--- src/rtl/hazard_pipe_ctrl_if.sv ---
// Signal bundle between the ID stage / back end and hazard_pipe_ctrl.
// The master side drives the ID fields and hazard inputs; the slave side returns the controls.
interface hazard_pipe_ctrl_if #(
    parameter int unsigned CNT_W = 16
);
    logic             id_valid;
    logic [3:0]       id_rs;
    logic [3:0]       id_rt;
    logic [3:0]       id_rd;
    logic             id_uses_rs;
    logic             id_uses_rt;
    logic             id_rw;
    logic             id_memrd;
    logic             id_hlt;
    logic             ex_flush;
    logic             mem_busy;

    logic [3:0]       id_ex_rs;
    logic [3:0]       id_ex_rt;
    logic [3:0]       ex_mem_rd;
    logic [3:0]       mem_wb_rd;
    logic             ex_mem_rw;
    logic             mem_wb_rw;
    logic             stall_if_id;
    logic             flush_if_id;
    logic             freeze;
    logic             halted;
    logic [CNT_W-1:0] stall_cnt;

    modport master (
        output id_valid, id_rs, id_rt, id_rd, id_uses_rs, id_uses_rt, id_rw, id_memrd, id_hlt,
        output ex_flush, mem_busy,
        input  id_ex_rs, id_ex_rt, ex_mem_rd, mem_wb_rd, ex_mem_rw, mem_wb_rw,
        input  stall_if_id, flush_if_id, freeze, halted, stall_cnt
    );

    modport slave (
        input  id_valid, id_rs, id_rt, id_rd, id_uses_rs, id_uses_rt, id_rw, id_memrd, id_hlt,
        input  ex_flush, mem_busy,
        output id_ex_rs, id_ex_rt, ex_mem_rd, mem_wb_rd, ex_mem_rw, mem_wb_rw,
        output stall_if_id, flush_if_id, freeze, halted, stall_cnt
    );
endinterface

--- src/rtl/hazard_pipe_ctrl.sv ---
// Pipeline hazard controller: tracks ID/EX, EX/MEM, MEM/WB, detects load-use hazards,
// applies freeze/flush/stall priority and drains the pipe after HLT.
module hazard_pipe_ctrl #(
    parameter int unsigned CNT_W = 16
) (
    input logic               clk,
    input logic               rst_n,
    hazard_pipe_ctrl_if.slave bus
);

    typedef enum logic [1:0] {
        StRun,
        StDrain,
        StHalted
    } state_e;

    typedef struct packed {
        logic       valid;
        logic [3:0] rs;
        logic [3:0] rt;
        logic [3:0] rd;
        logic       rw;
        logic       memrd;
        logic       hlt;
    } id_ex_t;

    typedef struct packed {
        logic       valid;
        logic [3:0] rd;
        logic       rw;
        logic       memrd;
        logic       hlt;
    } ex_mem_t;

    typedef struct packed {
        logic       valid;
        logic [3:0] rd;
        logic       rw;
        logic       hlt;
    } mem_wb_t;

    state_e           state_q, state_d;
    id_ex_t           id_ex_q, id_ex_d;
    ex_mem_t          ex_mem_q, ex_mem_d;
    mem_wb_t          mem_wb_q, mem_wb_d;
    logic [CNT_W-1:0] stall_cnt_q, stall_cnt_d;

    logic load_use;
    logic running;
    logic do_flush;
    logic do_stall;
    logic do_advance;
    logic cnt_sat;
    logic unused_ex_memrd;

    // Hazard detection only looks at a real load sitting in ID/EX with a non-zero target.
    always_comb begin
        load_use = 1'b0;
        if (id_ex_q.valid && id_ex_q.memrd && (id_ex_q.rd != 4'd0) && bus.id_valid) begin
            load_use = (bus.id_uses_rs && (bus.id_rs == id_ex_q.rd)) ||
                       (bus.id_uses_rt && (bus.id_rt == id_ex_q.rd));
        end
    end

    assign running    = (state_q == StRun);
    assign do_flush   = !bus.mem_busy && running && bus.ex_flush;
    assign do_stall   = !bus.mem_busy && running && !bus.ex_flush && load_use;
    assign do_advance = !bus.mem_busy && running && !bus.ex_flush && !load_use;
    assign cnt_sat    = &stall_cnt_q;

    // EX/MEM memrd is tracked for completeness but nothing downstream consumes it here.
    assign unused_ex_memrd = ex_mem_q.memrd;

    always_comb begin
        state_d     = state_q;
        id_ex_d     = id_ex_q;
        ex_mem_d    = ex_mem_q;
        mem_wb_d    = mem_wb_q;
        stall_cnt_d = stall_cnt_q;

        if (!bus.mem_busy) begin
            ex_mem_d = '{valid: id_ex_q.valid, rd: id_ex_q.rd, rw: id_ex_q.rw,
                         memrd: id_ex_q.memrd, hlt: id_ex_q.hlt};
            mem_wb_d = '{valid: ex_mem_q.valid, rd: ex_mem_q.rd, rw: ex_mem_q.rw,
                         hlt: ex_mem_q.hlt};
            id_ex_d  = '0;

            if (do_advance && bus.id_valid) begin
                id_ex_d = '{valid: 1'b1, rs: bus.id_rs, rt: bus.id_rt, rd: bus.id_rd,
                            rw: bus.id_rw, memrd: bus.id_memrd, hlt: bus.id_hlt};
            end

            if (do_stall && !cnt_sat) begin
                stall_cnt_d = stall_cnt_q + CNT_W'(1);
            end

            unique case (state_q)
                StRun: begin
                    if (do_advance && bus.id_valid && bus.id_hlt) begin
                        state_d = StDrain;
                    end
                end
                StDrain: begin
                    if (mem_wb_q.valid && mem_wb_q.hlt) begin
                        state_d = StHalted;
                    end
                end
                StHalted: begin
                    ex_mem_d = '0;
                    mem_wb_d = '0;
                end
                default: begin
                    state_d = StRun;
                end
            endcase
        end
    end

    always_ff @(posedge clk or negedge rst_n) begin
        if (!rst_n) begin
            state_q     <= StRun;
            id_ex_q     <= '0;
            ex_mem_q    <= '0;
            mem_wb_q    <= '0;
            stall_cnt_q <= '0;
        end else begin
            state_q     <= state_d;
            id_ex_q     <= id_ex_d;
            ex_mem_q    <= ex_mem_d;
            mem_wb_q    <= mem_wb_d;
            stall_cnt_q <= stall_cnt_d;
        end
    end

    always_comb begin
        bus.id_ex_rs    = id_ex_q.rs;
        bus.id_ex_rt    = id_ex_q.rt;
        bus.ex_mem_rd   = ex_mem_q.rd;
        bus.mem_wb_rd   = mem_wb_q.rd;
        bus.ex_mem_rw   = ex_mem_q.valid && ex_mem_q.rw;
        bus.mem_wb_rw   = mem_wb_q.valid && mem_wb_q.rw;
        bus.freeze      = bus.mem_busy;
        bus.stall_if_id = bus.mem_busy || !running || do_stall;
        bus.flush_if_id = do_flush;
        bus.halted      = (state_q == StHalted);
        bus.stall_cnt   = stall_cnt_q;
    end

endmodule

--- src/flat_wrapper.sv ---
// flat-port wrapper written by rule: the top's interface ports become plain ports
module hazard_pipe_ctrl_flat 
#(
    parameter int unsigned CNT_W = 16
)
  (clk, rst_n, bus_id_valid, bus_id_rs, bus_id_rt, bus_id_rd, bus_id_uses_rs, bus_id_uses_rt, bus_id_rw, bus_id_memrd, bus_id_hlt, bus_ex_flush, bus_mem_busy, bus_id_ex_rs, bus_id_ex_rt, bus_ex_mem_rd, bus_mem_wb_rd, bus_ex_mem_rw, bus_mem_wb_rw, bus_stall_if_id, bus_flush_if_id, bus_freeze, bus_halted, bus_stall_cnt);
  hazard_pipe_ctrl_if #(.CNT_W(CNT_W)) bus_i ();
  input logic clk;
  input logic rst_n;
  input wire logic [$bits(bus_i.id_valid)-1:0] bus_id_valid;
  input wire logic [$bits(bus_i.id_rs)-1:0] bus_id_rs;
  input wire logic [$bits(bus_i.id_rt)-1:0] bus_id_rt;
  input wire logic [$bits(bus_i.id_rd)-1:0] bus_id_rd;
  input wire logic [$bits(bus_i.id_uses_rs)-1:0] bus_id_uses_rs;
  input wire logic [$bits(bus_i.id_uses_rt)-1:0] bus_id_uses_rt;
  input wire logic [$bits(bus_i.id_rw)-1:0] bus_id_rw;
  input wire logic [$bits(bus_i.id_memrd)-1:0] bus_id_memrd;
  input wire logic [$bits(bus_i.id_hlt)-1:0] bus_id_hlt;
  input wire logic [$bits(bus_i.ex_flush)-1:0] bus_ex_flush;
  input wire logic [$bits(bus_i.mem_busy)-1:0] bus_mem_busy;
  output wire logic [$bits(bus_i.id_ex_rs)-1:0] bus_id_ex_rs;
  output wire logic [$bits(bus_i.id_ex_rt)-1:0] bus_id_ex_rt;
  output wire logic [$bits(bus_i.ex_mem_rd)-1:0] bus_ex_mem_rd;
  output wire logic [$bits(bus_i.mem_wb_rd)-1:0] bus_mem_wb_rd;
  output wire logic [$bits(bus_i.ex_mem_rw)-1:0] bus_ex_mem_rw;
  output wire logic [$bits(bus_i.mem_wb_rw)-1:0] bus_mem_wb_rw;
  output wire logic [$bits(bus_i.stall_if_id)-1:0] bus_stall_if_id;
  output wire logic [$bits(bus_i.flush_if_id)-1:0] bus_flush_if_id;
  output wire logic [$bits(bus_i.freeze)-1:0] bus_freeze;
  output wire logic [$bits(bus_i.halted)-1:0] bus_halted;
  output wire logic [$bits(bus_i.stall_cnt)-1:0] bus_stall_cnt;
  assign bus_i.id_valid = bus_id_valid;
  assign bus_i.id_rs = bus_id_rs;
  assign bus_i.id_rt = bus_id_rt;
  assign bus_i.id_rd = bus_id_rd;
  assign bus_i.id_uses_rs = bus_id_uses_rs;
  assign bus_i.id_uses_rt = bus_id_uses_rt;
  assign bus_i.id_rw = bus_id_rw;
  assign bus_i.id_memrd = bus_id_memrd;
  assign bus_i.id_hlt = bus_id_hlt;
  assign bus_i.ex_flush = bus_ex_flush;
  assign bus_i.mem_busy = bus_mem_busy;
  assign bus_id_ex_rs = bus_i.id_ex_rs;
  assign bus_id_ex_rt = bus_i.id_ex_rt;
  assign bus_ex_mem_rd = bus_i.ex_mem_rd;
  assign bus_mem_wb_rd = bus_i.mem_wb_rd;
  assign bus_ex_mem_rw = bus_i.ex_mem_rw;
  assign bus_mem_wb_rw = bus_i.mem_wb_rw;
  assign bus_stall_if_id = bus_i.stall_if_id;
  assign bus_flush_if_id = bus_i.flush_if_id;
  assign bus_freeze = bus_i.freeze;
  assign bus_halted = bus_i.halted;
  assign bus_stall_cnt = bus_i.stall_cnt;
  hazard_pipe_ctrl #(.CNT_W(CNT_W)) u_core (.clk(clk), .rst_n(rst_n), .bus(bus_i));
endmodule
--- config.mk ---
export PLATFORM = sky130hd
export DESIGN_NAME = hazard_pipe_ctrl_flat
export DESIGN_NICKNAME = d
export VERILOG_FILES = /design/src/rtl/hazard_pipe_ctrl_if.sv /design/src/rtl/hazard_pipe_ctrl.sv /design/src/flat_wrapper.sv
export SDC_FILE = /design/constraint.sdc
export NUM_CORES = 1
export LEC_CHECK = 0
export CAP_MARGIN = 20
export CELL_PAD_IN_SITES_DETAIL_PLACEMENT = 1
export CELL_PAD_IN_SITES_GLOBAL_PLACEMENT = 1
export CORE_MARGIN = 4
export CORE_UTILIZATION = 25
export CTS_CLUSTER_DIAMETER = 200
export DETAILED_ROUTE_END_ITERATION = 12
export MAX_ROUTING_LAYER = met4
export PLACE_DENSITY_LB_ADDON = 0.2
export SYNTH_ARGS = -nofsm -noshare
export SYNTH_HDL_FRONTEND = slang
export SYNTH_SLANG_ARGS = --single-unit
export TNS_END_PERCENT = 50
--- constraint.sdc ---
create_clock -name clk -period 2.09 [get_ports clk]
set_input_delay 0.418 -clock clk [delete_from_list [all_inputs] [get_ports clk]]
set_output_delay 0.418 -clock clk [all_outputs]
set_load 0.02 [all_outputs]
# Yosys cells after proc, flatten, opt, wreduce, memory -nomap -nowiden
# Cells that the tools add are included.
[op_classes] add_sub_neg=1 n_eq_ne=6 n_mux=7 bitwise=2 n_reduce_logical=29
[ops] operator="16-bit by 1-bit adder with 16-bit output (second input constant)" count=1
[ops] operator="1-bit logical AND" count=16
[ops] operator="16-bit 2-to-1 mux" count=1
[ops] operator="16-bit AND reduction" count=1
[ops] operator="4-bit == test" count=2
[ops] operator="8-bit 2-to-1 mux" count=1
[ops] operator="7-bit 2-to-1 mux" count=1
[ops] operator="2-bit one-hot mux with 3 select lines" count=1
[ops] operator="1-bit logical NOT" count=5
[ops] operator="2-bit 2-to-1 mux" count=2
[ops] operator="4-bit AND reduction" count=1
[ops] operator="4-bit nonzero test" count=1
[ops] operator="1-bit logical OR" count=3
[ops] operator="2-bit by 1-bit == test with 1-bit output (second input constant)" count=1
[ops] operator="2-bit == test (second input constant)" count=1
[ops] operator="2-bit logical NOT" count=1
[ops] operator="2-bit by 1-bit != test with 1-bit output (second input constant)" count=1
[ops] operator="2-bit != test (second input constant)" count=1
[ops] operator="1-bit NOT" count=2
[ops] operator="2-bit AND reduction" count=1
[ops] operator="1-bit 2-to-1 mux" count=1
[word_totals] register_bits=48 inputBits=22 out_inout_bits=38 word_cells=62

# Depth between registers and ports, before layout
[depth] ltp_word=10 mapped_depth=7 ltp_nobuf=6

# Least setup slack after synthesis
# No wires, ideal clock.
[synth_timing] path_kind="register to output" start="register u_core.id_ex_q[6] (netlist bit)" end="output port bus_stall_if_id" arrival_ns=1.773 required_time_ns=1.672 path_slack_ns=-0.101 path_stages_with_launch=7 path_buffers=1 cell_sequence="dfrtp_1 xnor2_1 nand3_1 o22ai_2 buf_2 nand2_1 o21ai_0"
[synth_between] elab_chain_len=6 elab_cells_between_ends=11 cone_classes="eq/ne: 2; mux: 1; reduce/logical: 8"
[synth_rtl] element="start, declared" line_no="hazard_pipe_ctrl.sv:43" rtl="id_ex_t id_ex_q, id_ex_d;"
[synth_rtl] element="start signal, assigned" line_no="hazard_pipe_ctrl.sv:128" rtl="id_ex_q <= id_ex_d;"
[synth_rtl] element="4-bit == test, or another cell as far along" line_no="hazard_pipe_ctrl.sv:60" rtl="load_use = (bus.id_uses_rs && (bus.id_rs == id_ex_q.rd)) ||"
[synth_rtl] element="1-bit logical AND, on equally long branches" line_no="hazard_pipe_ctrl.sv:60, hazard_pipe_ctrl.sv:59, hazard_pipe_ctrl.sv:61"
[synth_rtl] element="1-bit logical OR or 1-bit logical AND (tied branches)" line_no="hazard_pipe_ctrl.sv:60, hazard_pipe_ctrl.sv:59"
[synth_rtl] element="1-bit 2-to-1 mux *" line_no="hazard_pipe_ctrl.sv:59" rtl="if (id_ex_q.valid && id_ex_q.memrd && (id_ex_q.rd != 4'd0) && bus.id_valid) begin"
[synth_rtl] element="1-bit logical AND *" line_no="hazard_pipe_ctrl.sv:67" rtl="assign do_stall = !bus.mem_busy && running && !bus.ex_flush && load_use;"
[synth_rtl] element="1-bit logical OR *" line_no="hazard_pipe_ctrl.sv:143" rtl="bus.stall_if_id = bus.mem_busy || !running || do_stall;"
[synth_rtl] element="end, declared" line_no="flat_wrapper.sv:27" rtl="output wire logic [$bits(bus_i.stall_if_id)-1:0] bus_stall_if_id;"
# Every way passes the cells marked *; elsewhere a longest branch is shown, timed or not.

# Worst setup path after layout
[layout_timing] start="input port bus_id_rs[3]" end="output port bus_stall_if_id"
[layout_between] elab_chain_len=6
[layout_rtl] element="start, declared" line_no="flat_wrapper.sv:11" rtl="input wire logic [$bits(bus_i.id_rs)-1:0] bus_id_rs;"
[layout_rtl] element="4-bit == test" line_no="hazard_pipe_ctrl.sv:60"
[layout_rtl] element="1-bit logical AND" line_no="hazard_pipe_ctrl.sv:60"
[layout_rtl] element="1-bit logical OR" line_no="hazard_pipe_ctrl.sv:60"
[layout_rtl] element="1-bit 2-to-1 mux" line_no="hazard_pipe_ctrl.sv:59"
[layout_rtl] element="1-bit logical AND" line_no="hazard_pipe_ctrl.sv:67"
[layout_rtl] element="1-bit logical OR" line_no="hazard_pipe_ctrl.sv:143"
# Every way passes these cells.

==> results.md <==
- Status: finished with violations
- Failing checks: setup timing
- Initial core utilization: 25.59%
- Cell Rows: 35
- Reg2reg end: u_core.bus.stall_cnt[15]
- Critical Path AT: between 1.5 and 2 ns
- CP peak stage delay: 0.49 ns
- Clk buf depth: 2
- Share of the synthesized area in the top cell type: 51.04%
- Mapped Nets: 249
- Least-Margin Pin Slew: 0.5451 ns
- Synth Area in Compound Gates: 11.75%
- Core ar.: 9196 µm²
- #FFs+latches synth: 48
- ANT cells: 0
- Die footprint: 11,030 µm²
- DRT iter0 DRCs: 56
- Adder-cell share of the synthesized area: 0.5316%
- Pin count of the biggest net entering global routing: 30
- Final Cycle Share: 104.4%
- Fin. max-slew vios: 0
- CTS tree: yes
- Levels on crit path: 7
- Fin nets: between 300 and 400
- Max rail drop VDD: 0.2646 mV
- Initial antenna violation count: 0
- Critical setup path kind: input port to output port
- DR DRC count: 0
- GRT Residual Overflow: 0
- RD Place Congestion: 0.7586
- Final worst setup slack: -0.09094 ns
- Synth Warn #: 0
- Worst Hold Class: input port to asynchronous set/reset pin
- Cts hold-fix bufs: 0
- Via/cell ratio: 4.575
- Layout cell share with drive strength beyond 1: 19.38%
- Mapped Area: roughly 2400 µm²
- Clock root cell: clkbuf_8
- Register area share after synthesis: 51.04%
- Vias in the first global route: 1,982
- Max cap viols: 0
- Largest family of logic cells by synthesized area: simple AND/OR/NAND/NOR gates
- CP Launch Type: input port
- R2R setup slack: 0.02 ns
- Max Fclk: 0.4585 GHz
- Fin area: roughly 3200 µm²
- Area of the multi-input gates: roughly 990 µm²
- Die Ht: 105.0 µm
- RSZ-0062 raised after global routing: yes
- Hold WS: 0.09357 ns
- Avg Cell Area, Syn: 10.41 µm²
- Worst-Skew Late Latency: 0.30 ns
- Post-Place Cell Area: 3054 µm²
- Crit Path Max Fanout: 2
- Power Dens Cells: 645.0 nW/µm²
- GRT Util Overall: 11.97%
- Post-Synth XOR/XNOR Area: 7.815%
- Layout area overhead: 37.48%
- ANT nets after route: 0
- DIE WIDTH: about 110 µm
- Setup violations, final: 2
- Ports: 60
- Pre-Repair DR Iteration Count: 4
- Critical Path End Type: output port
- HPWL Detailed: 4.409 mm
- Post-synthesis mux area share: 1.435%
- Reg area: 1204 µm²
- Final Hold Vio Count: 0
- Slew headroom: 63.66%
- Critical Path, Cell by Cell: clkdlybuf4s50_1 -> xnor2_1 -> nand3_1 -> o22ai_2 -> nand2_2 -> o21ai_1 -> buf_4
- Simple-gate share of the synthesized area: approximately 20%
- Dominant cell type by area after synthesis: dfrtp_1
- CP required: 1.67 ns
- Slowest CP cell: clkdlybuf4s50_1
- Crit path max-delay family: buffers and inverters
- Total power: 2.087 mW
- Vias: 1,830
- Final worst path period need: 2.181 ns
- Worst path bufs/invs: 2
- FF-to-FF Start: u_core.id_ex_q[6]
- Area contributors post-synth: dfrtp_1 (51%), xnor2_1 (7.8%), nand2_1 (6.1%), buf_4 (5.4%), o21ai_0 (3.6%)
- Worst Skew: about 0.011 ns
- Clk slew on worst S/H paths: 0.10 ns
- CTS buffer count: 5
- Clock Sinks: 48
- H-Tree Depth: 2
- PortBufs: 59
- Syn Inst Count: 226
- Yosys cell types: 37
- Final WL: between 6 and 7 mm
- Filler instances: ~1,000
- First-pass GRT wire length: 10.39 mm
- Cells on worst reg2reg path: 7
- Static leakage: approximately 1.4 nW
- Wire per inst: 15.30 µm
==> logic make-up (layout without fill, tap and decap cells) <==
| kind of cell | Yosys count | after routing |
|---|---|---|
| simple gates | 88 | 88 |
| compound gates | 37 | 37 |
| flops | 48 | 48 |
| fa+ha+maj | 1 | 1 |
| buf+inv | 28 | 91 |
| xor+xnor | 21 | 21 |
| mux | 3 | 3 |
==> state kept, by name (all words and copies together), names as in the netlist <==
name / count
u_core.ex_mem_q: 3
u_core.state_q: 2
u_core.mem_wb_q: 3
u_core.bus.ex_mem_rd: 4
u_core.bus.mem_wb_rd: 4
u_core.bus.stall_cnt: 16
u_core.id_ex_q: 8
u_core.bus.id_ex_rt: 4
u_core.bus.id_ex_rs: 4
==> per-layer routing <==
metal	track usage (%)	share of wire, %
met1	15.00	46
met2	19.71	50
met3	2.347	2.8
met4	3.374	0.83
met5	-	0
==> worst max path at each step <==
stage / slack, ns / startpoint / endpoint
2_1_floorplan: 0.05 / u_core.id_ex_q[6] / bus_stall_if_id
3_3_place_gp: -0.57 / bus_id_rs[3] / bus_stall_if_id
3_5_place_dp: -0.57 / bus_id_rs[0] / bus_stall_if_id
4_1_cts: -0.11 / u_core.id_ex_q[6] / bus_stall_if_id
5_1_grt: -0.17 / u_core.id_ex_q[6] / bus_stall_if_id
6_report: -0.09 / bus_id_rs[3] / bus_stall_if_id
==> placed cells by master, fill, tap and decap left out, types with 3 or more instances in the layout <==
cell type / n
and2_1: 4
a22o_2: 8
o21ai_0: 16
clkbuf_8: 5
xnor2_1: 21
dlymetal6s2s_1: 4
mux2_2: 3
nand3_1: 14
clkdlybuf4s50_1: 51
nand2_1: 36
nor2_1: 5
dfrtp_1: 46
buf_4: 20
nand4_1: 6
and3_1: 4
a22o_1: 7
==> what timing repair did <==
item	in CTS	in global routing
pin swaps	1	4
resized for setup	10	8
endpoints found under the setup margin	8	21
setup buffers	1	3
==> worst reg2reg max path: stages, from the launching register on <==
cell	delay, ns
dfrtp_2	0.45
buf_4	0.15
xnor2_1	0.14
nand3_1	0.11
o22ai_2	0.20
buf_4	0.28
nor4b_2	0.26
mux2_2	0.36
==> cells in the mapped netlist <==
master	n
a21o_1	1
a21oi_1	1
a21oi_4	1
a22o_1	7
a22o_2	8
and2_1	4
and2_4	1
and3_1	4
and4_1	1
buf_1	1
buf_2	2
buf_4	17
buf_6	1
clkbuf_1	5
dfrtp_1	48
ha_1	1
inv_1	2
mux2_2	3
nand2_1	38
nand2b_1	2
nand3_1	14
nand3_2	1
nand3b_1	2
nand4_1	6
nand4b_1	1
nor2_1	5
nor2b_1	1
nor3_1	1
nor4_1	3
nor4_4	1
nor4b_2	1
o21ai_0	17
o22ai_2	1
o2bb2ai_1	1
or3_1	1
or4_4	1
xnor2_1	21
==> final cells by class <==
cell class,count,share of cell area (%)
multi-input cells,150,30.59
repair buffers,81,24.25
well taps,111,4.292
inverters,2,0.2320
clock inverters,3,1.315
clock buffers,5,2.127
flip-flops and latches,48,37.20
==> stage by stage <==
step	cells	utilization [%]	TNS (ns)	worst slack (ns)
2_1_floorplan	226	-	0	0.04987
3_3_place_gp	388	33.21	-4.998	-0.5663
3_5_place_dp	388	33.21	-5.045	-0.5703
4_1_cts	397	34.53	-0.1134	-0.1134
5_1_grt	400	35.18	-0.2721	-0.1692
6_report	400	35.18	-0.1109	-0.09094
==> power breakdown <==
group	switching [mW]	internal [mW]	total [mW]
registers	0.0570	0.988	1.04
clock network	0.323	0.355	0.677
logic	0.177	0.189	0.365
total	0.556	1.53	2.09
Power figures use the tool's default switching activity.
